## src/rtl/song_sequencer.sv

```systemverilog
// Melody sequencer: walks a synchronous note ROM of (threshold, duration) pairs and
// drives the square-wave generator's enable/threshold with a silent gap between notes.
module song_sequencer #(
  parameter int unsigned ADDR_W    = 6,
  parameter int unsigned TICK_DIV  = 48000,
  parameter int unsigned GAP_TICKS = 20
) (
  input  logic              clk,
  input  logic              reset_n,
  input  logic              start,
  input  logic              stop,
  input  logic              loop_en,
  output logic [ADDR_W-1:0] rom_addr,
  input  logic [31:0]       rom_threshold,
  input  logic [15:0]       rom_dur,
  output logic              gen_en,
  output logic [31:0]       gen_threshold,
  output logic              busy,
  output logic              done
);

  localparam int unsigned DIV_W = (TICK_DIV > 1) ? $clog2(TICK_DIV) : 1;
  localparam logic [DIV_W-1:0]  DIV_LAST  = DIV_W'(TICK_DIV - 1);
  localparam logic [15:0]       GAP_CNT   = 16'(GAP_TICKS);
  localparam logic [ADDR_W-1:0] ADDR_LAST = {ADDR_W{1'b1}};

  localparam logic [2:0] S_IDLE  = 3'd0;
  localparam logic [2:0] S_FETCH = 3'd1;
  localparam logic [2:0] S_LOAD  = 3'd2;
  localparam logic [2:0] S_PLAY  = 3'd3;
  localparam logic [2:0] S_GAP   = 3'd4;
  localparam logic [2:0] S_ADV   = 3'd5;
  localparam logic [2:0] S_END   = 3'd6;

  logic [2:0]        state_q, state_d;
  logic [ADDR_W-1:0] addr_q, addr_d;
  logic [31:0]       thr_q, thr_d;
  logic              en_q, en_d;
  logic              busy_q, busy_d;
  logic              done_q, done_d;
  logic [DIV_W-1:0]  div_q, div_d;
  logic [15:0]       tick_q, tick_d;
  logic [15:0]       dur_q, dur_d;
  logic              div_wrap;
  logic [15:0]       tick_next;

  assign div_wrap  = (div_q == DIV_LAST);
  assign tick_next = 16'(tick_q + 16'd1);

  // Next-state and output logic; stop overrides everything outside IDLE.
  always_comb begin
    state_d = state_q;
    addr_d  = addr_q;
    thr_d   = thr_q;
    en_d    = en_q;
    div_d   = div_q;
    tick_d  = tick_q;
    dur_d   = dur_q;
    done_d  = 1'b0;

    case (state_q)
      S_IDLE: begin
        if (start && !stop) begin
          state_d = S_FETCH;
          addr_d  = '0;
        end
      end
      S_FETCH: state_d = S_LOAD;
      S_LOAD: begin
        if (rom_dur == 16'd0) begin
          en_d    = 1'b0;
          state_d = S_END;
        end else begin
          thr_d   = rom_threshold;
          en_d    = |rom_threshold;
          dur_d   = rom_dur;
          div_d   = '0;
          tick_d  = '0;
          state_d = S_PLAY;
        end
      end
      S_PLAY: begin
        if (div_wrap) begin
          div_d  = '0;
          tick_d = tick_next;
          if (tick_next == dur_q) begin
            en_d    = 1'b0;
            tick_d  = '0;
            state_d = (GAP_TICKS > 0) ? S_GAP : S_ADV;
          end
        end else begin
          div_d = DIV_W'(div_q + 1'b1);
        end
      end
      S_GAP: begin
        if (div_wrap) begin
          div_d  = '0;
          tick_d = tick_next;
          if (tick_next == GAP_CNT) begin
            tick_d  = '0;
            state_d = S_ADV;
          end
        end else begin
          div_d = DIV_W'(div_q + 1'b1);
        end
      end
      S_ADV: begin
        if (addr_q == ADDR_LAST) begin
          state_d = S_END;
        end else begin
          addr_d  = ADDR_W'(addr_q + 1'b1);
          state_d = S_FETCH;
        end
      end
      S_END: begin
        en_d = 1'b0;
        if (loop_en) begin
          addr_d  = '0;
          state_d = S_FETCH;
        end else begin
          done_d  = 1'b1;
          state_d = S_IDLE;
        end
      end
      default: begin
        en_d    = 1'b0;
        state_d = S_IDLE;
      end
    endcase

    if (stop && (state_q != S_IDLE)) begin
      state_d = S_IDLE;
      en_d    = 1'b0;
      div_d   = '0;
      tick_d  = '0;
      addr_d  = addr_q;
      thr_d   = thr_q;
      done_d  = 1'b0;
    end

    // busy stays up through the done cycle so it falls as done ends
    busy_d = (state_d != S_IDLE) || done_d;
  end

  always_ff @(posedge clk or negedge reset_n) begin
    if (!reset_n) begin
      state_q <= S_IDLE;
      addr_q  <= '0;
      thr_q   <= '0;
      en_q    <= 1'b0;
      busy_q  <= 1'b0;
      done_q  <= 1'b0;
      div_q   <= '0;
      tick_q  <= '0;
      dur_q   <= '0;
    end else begin
      state_q <= state_d;
      addr_q  <= addr_d;
      thr_q   <= thr_d;
      en_q    <= en_d;
      busy_q  <= busy_d;
      done_q  <= done_d;
      div_q   <= div_d;
      tick_q  <= tick_d;
      dur_q   <= dur_d;
    end
  end

  assign rom_addr      = addr_q;
  assign gen_threshold = thr_q;
  assign gen_en        = en_q;
  assign busy          = busy_q;
  assign done          = done_q;

endmodule

```

## config.mk

```make
export PLATFORM = sky130hd
export DESIGN_NAME = song_sequencer
export DESIGN_NICKNAME = d
export VERILOG_FILES = /design/src/rtl/song_sequencer.sv
export SDC_FILE = /design/constraint.sdc
export NUM_CORES = 1
export LEC_CHECK = 0
export ABC_AREA = 1
export BUFFER_PORTS_ARGS = -buffer_cell sky130_fd_sc_hd__buf_2
export CAP_MARGIN = 15
export CORE_ASPECT_RATIO = 2
export CORE_MARGIN = 5
export CORE_UTILIZATION = 60
export DETAILED_ROUTE_END_ITERATION = 8
export PLACE_DENSITY = 0.95
export SLEW_MARGIN = 20
export SYNTH_ARGS = -nofsm -noshare
export SYNTH_HDL_FRONTEND = slang
export SYNTH_SLANG_ARGS = --single-unit
```

## constraint.sdc

```tcl
create_clock -name clk -period 4.5 [get_ports clk]
set_input_delay 0.9 -clock clk [delete_from_list [all_inputs] [get_ports clk]]
set_output_delay 0.9 -clock clk [all_outputs]
set_load 0.02 [all_outputs]
```

### Yosys cells after proc, flatten, opt, wreduce, memory -nomap -nowiden

Cells that the tools add are included.

| word-level totals | value |
|---|---|
| register bits after elaboration | 92 |
| memory bits (read-only) | 0 |
| bits in latches | 0 |
| memories | 0 |
| bits of input ports | 53 |
| RAM bits | 0 |
| output and inout port bits | 41 |
| logic and storage cells | 84 |

| cells by class | value |
|---|---|
| multiplexer cells | 32 |
| add/sub/neg operators | 3 |
| shifts and indexed selects | 0 |
| bitwise logic cells | 2 |
| reductions and logical operators | 20 |
| equal/unequal tests | 18 |
| $lt $le $gt $ge | 0 |
| multipliers | 0 |
| divide/modulo/power cells | 0 |

Operator list:

| kind | count |
|---|---|
| $mux W16 | 8 |
| $pmux W16 S3 | 1 |
| $add A16 B1 Y16 const B | 2 |
| $pmux W16 S2 | 1 |
| $reduce_or A32 Y1 | 1 |
| $mux W3 | 8 |
| $pmux W3 S7 | 1 |
| $mux W6 | 3 |
| $pmux W6 S3 | 1 |
| $eq A16 B16 Y1 | 1 |
| $eq A16 B16 Y1 const B | 1 |
| $eq A16 B5 Y1 const B | 1 |
| $logic_not A16 Y1 | 1 |
| $ne A3 B3 Y1 const B | 4 |
| $reduce_bool A3 Y1 | 4 |
| $eq A3 B3 Y1 const B | 3 |
| $mux W1 | 8 |
| $add A6 B1 Y6 const B | 1 |
| $eq A3 B2 Y1 const B | 2 |
| $eq A6 B6 Y1 const B | 1 |
| $ne A2 B2 Y1 const B | 3 |
| $reduce_and A3 Y1 | 2 |
| $reduce_and A5 Y1 | 1 |
| $reduce_and A2 Y1 | 2 |
| other kinds (12) | 14 |

### Logic depth before layout (Yosys ltp)

| depth | value |
|---|---|
| word-level depth | 8 |
| mapped depth | 18 |
| gate-level depth less buffers | 17 |

### Worst setup path before layout

No wires, ideal clock.

| path | value |
|---|---|
| kind | input to register |
| from | in rom_dur[15] |
| to | reg tick_q[10] |
| setup time | 0.127 ns |
| path buffers | 1 |
| arrival | 2.168 ns |
| stages | 11 |
| data required time | 4.373 ns |
| path slack | 2.205 ns |
| cell sequence | nor2_1 > nand2_1 > nor2_1 > a21oi_4 > nor3_4 > inv_4 > nand2_4 > nor2_2 > nand2_4 > buf_12 > o22ai_2 |

| between the ends | value |
|---|---|
| cells in the longest elaborated chain, start to end | 3 |

RTL lines:

| element | line | RTL |
|---|---|---|
| start: declaration | 15 | `input logic [15:0] rom_dur,` |
| $logic_not A16 Y1 | 70 | `if (rom_dur == 16'd0) begin` |
| $ne A3 B3 Y1 (no source line) | - |  |
| $reduce_and A4 Y1 (no source line) | - |  |
| end signal: assignment | 164 | `tick_q <= tick_d;` |
| end: declaration | 42 | `logic [15:0] tick_q, tick_d;` |

Every way passes these cells.
A chain may end at the register's enable or synchronous reset.

### Worst setup path after layout

| path | value |
|---|---|
| from | reg tick_q[0] |
| to | reg tick_q[11] |

| between the ends | value |
|---|---|
| cells in the longest elaborated chain, start to end | 6 |
| elaborated cells on any way between the ends | 9 |

RTL lines:

| element | line | RTL |
|---|---|---|
| $add A16 B1 Y16 (*) | 48 | `assign tick_next = 16'(tick_q + 16'd1);` |
| $eq A16 B5 Y1 or $eq A16 B16 Y1 (tied branches) | 99, 86 |  |
| $mux W16 (on tied branches) | 99, 86 |  |
| $mux W16 (on tied branches) | 96, 83 |  |
| $pmux W16 S3 (*) | 61 | `case (state_q)` |
| $mux W16 (*) | 131 | `if (stop && (state_q != S_IDLE)) begin` |

Every way passes the cells marked *; elsewhere a longest branch is shown, timed or not. The select of a mux whose other input is x is not followed.

==> summary by stage <==
Run status
The flow ran to the end, and the final reports show no timing, DRC or antenna violations.

Worst setup path
STA puts the critical path data arrival time at 3.05 ns. The type of the setup path with the least slack is reg -> reg. In this run the critical register-to-register path is launched from tick_q[0]. The terminus of the critical flop-to-flop path is tick_q[11]. STA puts the critical path data required time at 4.70 ns. The setup slack of the most critical reg-to-reg path is 1.65 ns.

The critical-path maximum fanout is 13. The number of cells on the worst reg-to-reg path is 14. The capturing element type of the critical path is a flop.

The worst setup path is launched from a flop.

Final layout
The area of combinational cells with multiple inputs is between 0.002 and 0.0025 mm^2. Relative to the synthesized area, the layout overhead comes to 17.1%. The count of cells in the finished layout, fillers not included, comes to 849. The filler cells instantiated in the layout total approximately 590. In the layout the commonest cells are 220 x nand2_1, 92 x dfrtp_1, 92 x buf_2.

The number of nets in the finished design is roughly 800. In the final layout, the share of cells above drive strength 1 is 20.4%. In the final layout, flip-flops and latches occupy 0.00230 mm^2. The number of inserted diodes is 0. The final design utilization is 71.1%. The most frequent standard cell in the layout excluding fill and tap cells is nand2_1.

CTS
The clock tree synthesis step divided the H-tree into 3 levels. The sink count of the clock tree is 92. The quantity of gates resized following cts is 0. The number of buffers inserted for hold repair after clock tree synthesis is 0. TritonCTS built the clock tree.

The deepest clock path buffer count is 2. The CTS buffer count is 9. Post-CTS timing repair inserted 0 buffers for setup. The cell sitting at the root of the clock tree is a clkbuf_16. The insertion delay to the later sink of the worst-skew pair is 0.34 ns. Clock-pin slew was measured on the worst setup and hold paths at roughly 0.060 ns.

Floorplanning
The die outline area is 0.0103 mm^2. The die is 139 um tall. The total area inside the core boundary comes to about 0.008 mm^2. The number of primary I/O pins is 94. The floorplan has 47 rows. The die outline width is between 70 and 80 um.

The initial cell density of the core is 60.7%.

Power
The peak ir drop on the vdd network is roughly 440 uV. The relative contribution of combinational cells to total power is 38.2%. Power spread over the standard cell area amounts to 570 mW/mm^2. Summing internal, switching and leakage power gives 0.00331 W. In this run, flip-flops and latches consume 37.2% of the power. The clock group share of total power is ~25%. Summed over all cells, the static leakage comes to 2.93 nW. The cell-internal power is 0.00195 W. Net switching is 41.2% of the power.

For this design the total switching power over the nets is 0.00136 W.

Yosys
Of the total synthesized cell area, the portion taken by AND, OR, NAND and NOR gates is about a third. Counting every net in the synthesized netlist gives between 700 and 800. The cell area that synthesis handed to floorplanning was a little under 0.005 mm^2. After synthesis, the largest family of logic cells by area is simple AND/OR/NAND/NOR gates. In the synthesized netlist the dominant register cell turns out to be dfrtp_1.

After synthesis the netlist holds a flip-flop and latch count of 92. Counting flops with a built-in enable in the synthesized netlist gives 0. The synthesized-area fraction occupied by xor and xnor cells is 0.706%. After Yosys synthesis, full adders, half adders and majority gates account for 0.756% of the synthesized area. The mux contribution to synthesized area is 0%. After synthesis, the mean cell area works out to 7.61 um^2. Yosys printed 0 warnings. Sequential cells were found to cover 46.4% of the synthesized design area. Yosys mapped the design onto 40 distinct sky130hd cell types. After synthesis, the share of flip-flops with an asynchronous set or reset is 100%.

Summing the areas of all compound-gate instances in the mapped netlist gives a little over a tenth of the synthesized area. The synthesized instance count is 652.

Timing
Setup repair after global routing left no endpoint under its margin. The final worst-path cycle share is 63.3%. The maximum operating frequency is 351 MHz. The worst path needs 2.85 ns of the cycle, external delays included. Setup violations remaining at the end of the flow were counted as 0. The hold violation total from the final report is 0.

The clock arrives with 0.00944 ns of skew. For the pin with the worst max-slew slack, the measured transition is 0.737 ns. Setup slack closes at 1.65 ns. In the final timing run, aggregate negative setup slack is 0 ns. Headroom to the max-slew limit came out at 50.8%. The final-report max-slew violation count is 0.

Routing
The first detailed-routing pass took 6 iterations. The final routed wirelength across all metal layers is 13700 um. The remaining antenna violation count after routing is 0. Dividing the detail-routed wire length by the instance count gives 16.1 um.

The number of vias per cell after detailed routing is 5.88. The via total after detailed routing is 4990. The detailed router finished its first iteration with 460 violations.

The remaining routing DRC violations is 0.

GRT
The via count of the first global-routing pass is roughly 5200. The first-pass GRT wire length is 23300 um. The largest net degree at the start of global routing is 62. The initial antenna violation count was 0. For this run the aggregate overflow at the end of global routing stands at 0. Global routing consumed, over all layers together, 28.8% of the routing resources.

Placed design
The number of port buffers is 93. At the end of routability-driven placement, the weighted congestion stood at 0.935. The count of placed standard cells including taps is 833. Prior to clock tree synthesis, the placed netlist has a worst setup slack of 1.37 ns. The placed wire-length estimate is 10100 um.

Min path
The end of the worst hold path is gen_threshold[30]. The class of the most critical hold timing path is reg -> reg. The hold path depth is 2.

The startpoint identified for the worst hold timing path is gen_threshold[30].

Job
Max-cap violations in this run came to 0.
## layer usage
| metal | up-vias | global-route usage [%] | wire length [um] |
|---|---|---|---|
| li1 | 2312 | - | - |
| met4 | 0 | 20.0 | 906 |
| met2 | 245 | 48.8 | 7310 |
| met3 | 79 | 5.44 | 842 |
| met1 | 2354 | 30.9 | 4620 |
| met5 | - | 0 | 0 |
## state kept, by name (all words and copies together), names as in the netlist
signal         flops
gen_threshold     32
div_q             16
dur_q             16
tick_q            16
rom_addr           6
state_q            3
busy               1
done               1
gen_en             1
## synth_stat cells (4+ instances only)
| cell | n | area [um^2] |
|---|---|---|
| nand2_2 | 4 | 25.0 |
| a31oi_1 | 4 | 25.0 |
| o21ai_0 | 39 | 195 |
| nand4_1 | 17 | 106 |
| inv_2 | 9 | 33.8 |
| o22ai_2 | 10 | 125 |
| nand2_1 | 220 | 826 |
| clkbuf_1 | 8 | 30.0 |
| inv_1 | 66 | 248 |
| nor4_1 | 8 | 50.1 |
| nor3_1 | 7 | 35.0 |
| nor2_4 | 4 | 45.0 |
| nor2_1 | 53 | 199 |
| nand3_1 | 52 | 260 |
| dfrtp_1 | 92 | 2300 |
| a21oi_1 | 17 | 85.1 |
| nor2_2 | 6 | 37.5 |
## how the worst max path moves through the flow
| stage | startpoint | end | depth (start not counted) |
|---|---|---|---|
| 2_1_floorplan | rom_dur[15] | tick_q[10] | 11 |
| 3_3_place_gp | rom_dur[3] | gen_threshold[16] | 11 |
| 3_5_place_dp | rom_dur[3] | gen_threshold[18] | 11 |
| 4_1_cts | rom_dur[3] | gen_threshold[18] | 11 |
| 5_1_grt | rom_dur[3] | gen_threshold[19] | 11 |
| 6_report | tick_q[0] | tick_q[11] | 14 |
## power by group through the flow
stage,combinational (W),sequential (W),clock [W]
3_3_place_gp,0.00120,0.00122,0
2_1_floorplan,0.000712,0.00139,0
3_5_place_dp,0.00125,0.00123,0
6_report,0.00127,0.00123,0.000814
4_1_cts,0.00126,0.00123,0.000822
5_1_grt,0.00141,0.00126,0.000855
## final cells by class
type | count | area share, %
clock inverters | 4 | 1.25
flip-flops and latches | 92 | 39.6
clock buffers | 12 | 4.24
multi-input cells | 471 | 39.5
repair buffers | 95 | 8.31
well taps | 98 | 2.11
inverters | 77 | 5.02
## logic make-up after synthesis
logic type,count (synthesis)
xor+xnor,4
buf+inv,89
fa+ha+maj,3
flops,92
simple gates,381
compound gates,83
## stage by stage
stage	area (um^2)	hold slack (ns)
2_1_floorplan	4960	0.455
3_3_place_gp	5490	0.452
3_5_place_dp	5490	0.457
4_1_cts	5810	0.473
5_1_grt	5810	0.490
6_report	5810	0.472
## critical path, cell delays in order (launching register included)
cell,delay (ns)
dfrtp_1,0.45
ha_1,0.27
nand2_1,0.16
nor2_4,0.29
nand2_1,0.13
nand2_1,0.11
nand2_1,0.09
nor3_1,0.32
nand2_1,0.09
nor2_1,0.10
nand3_1,0.12
nand2_1,0.10
nand2_2,0.12
nand2_4,0.24
o22ai_2,0.12
No activity file was read; power rests on OpenSTA's default activity.
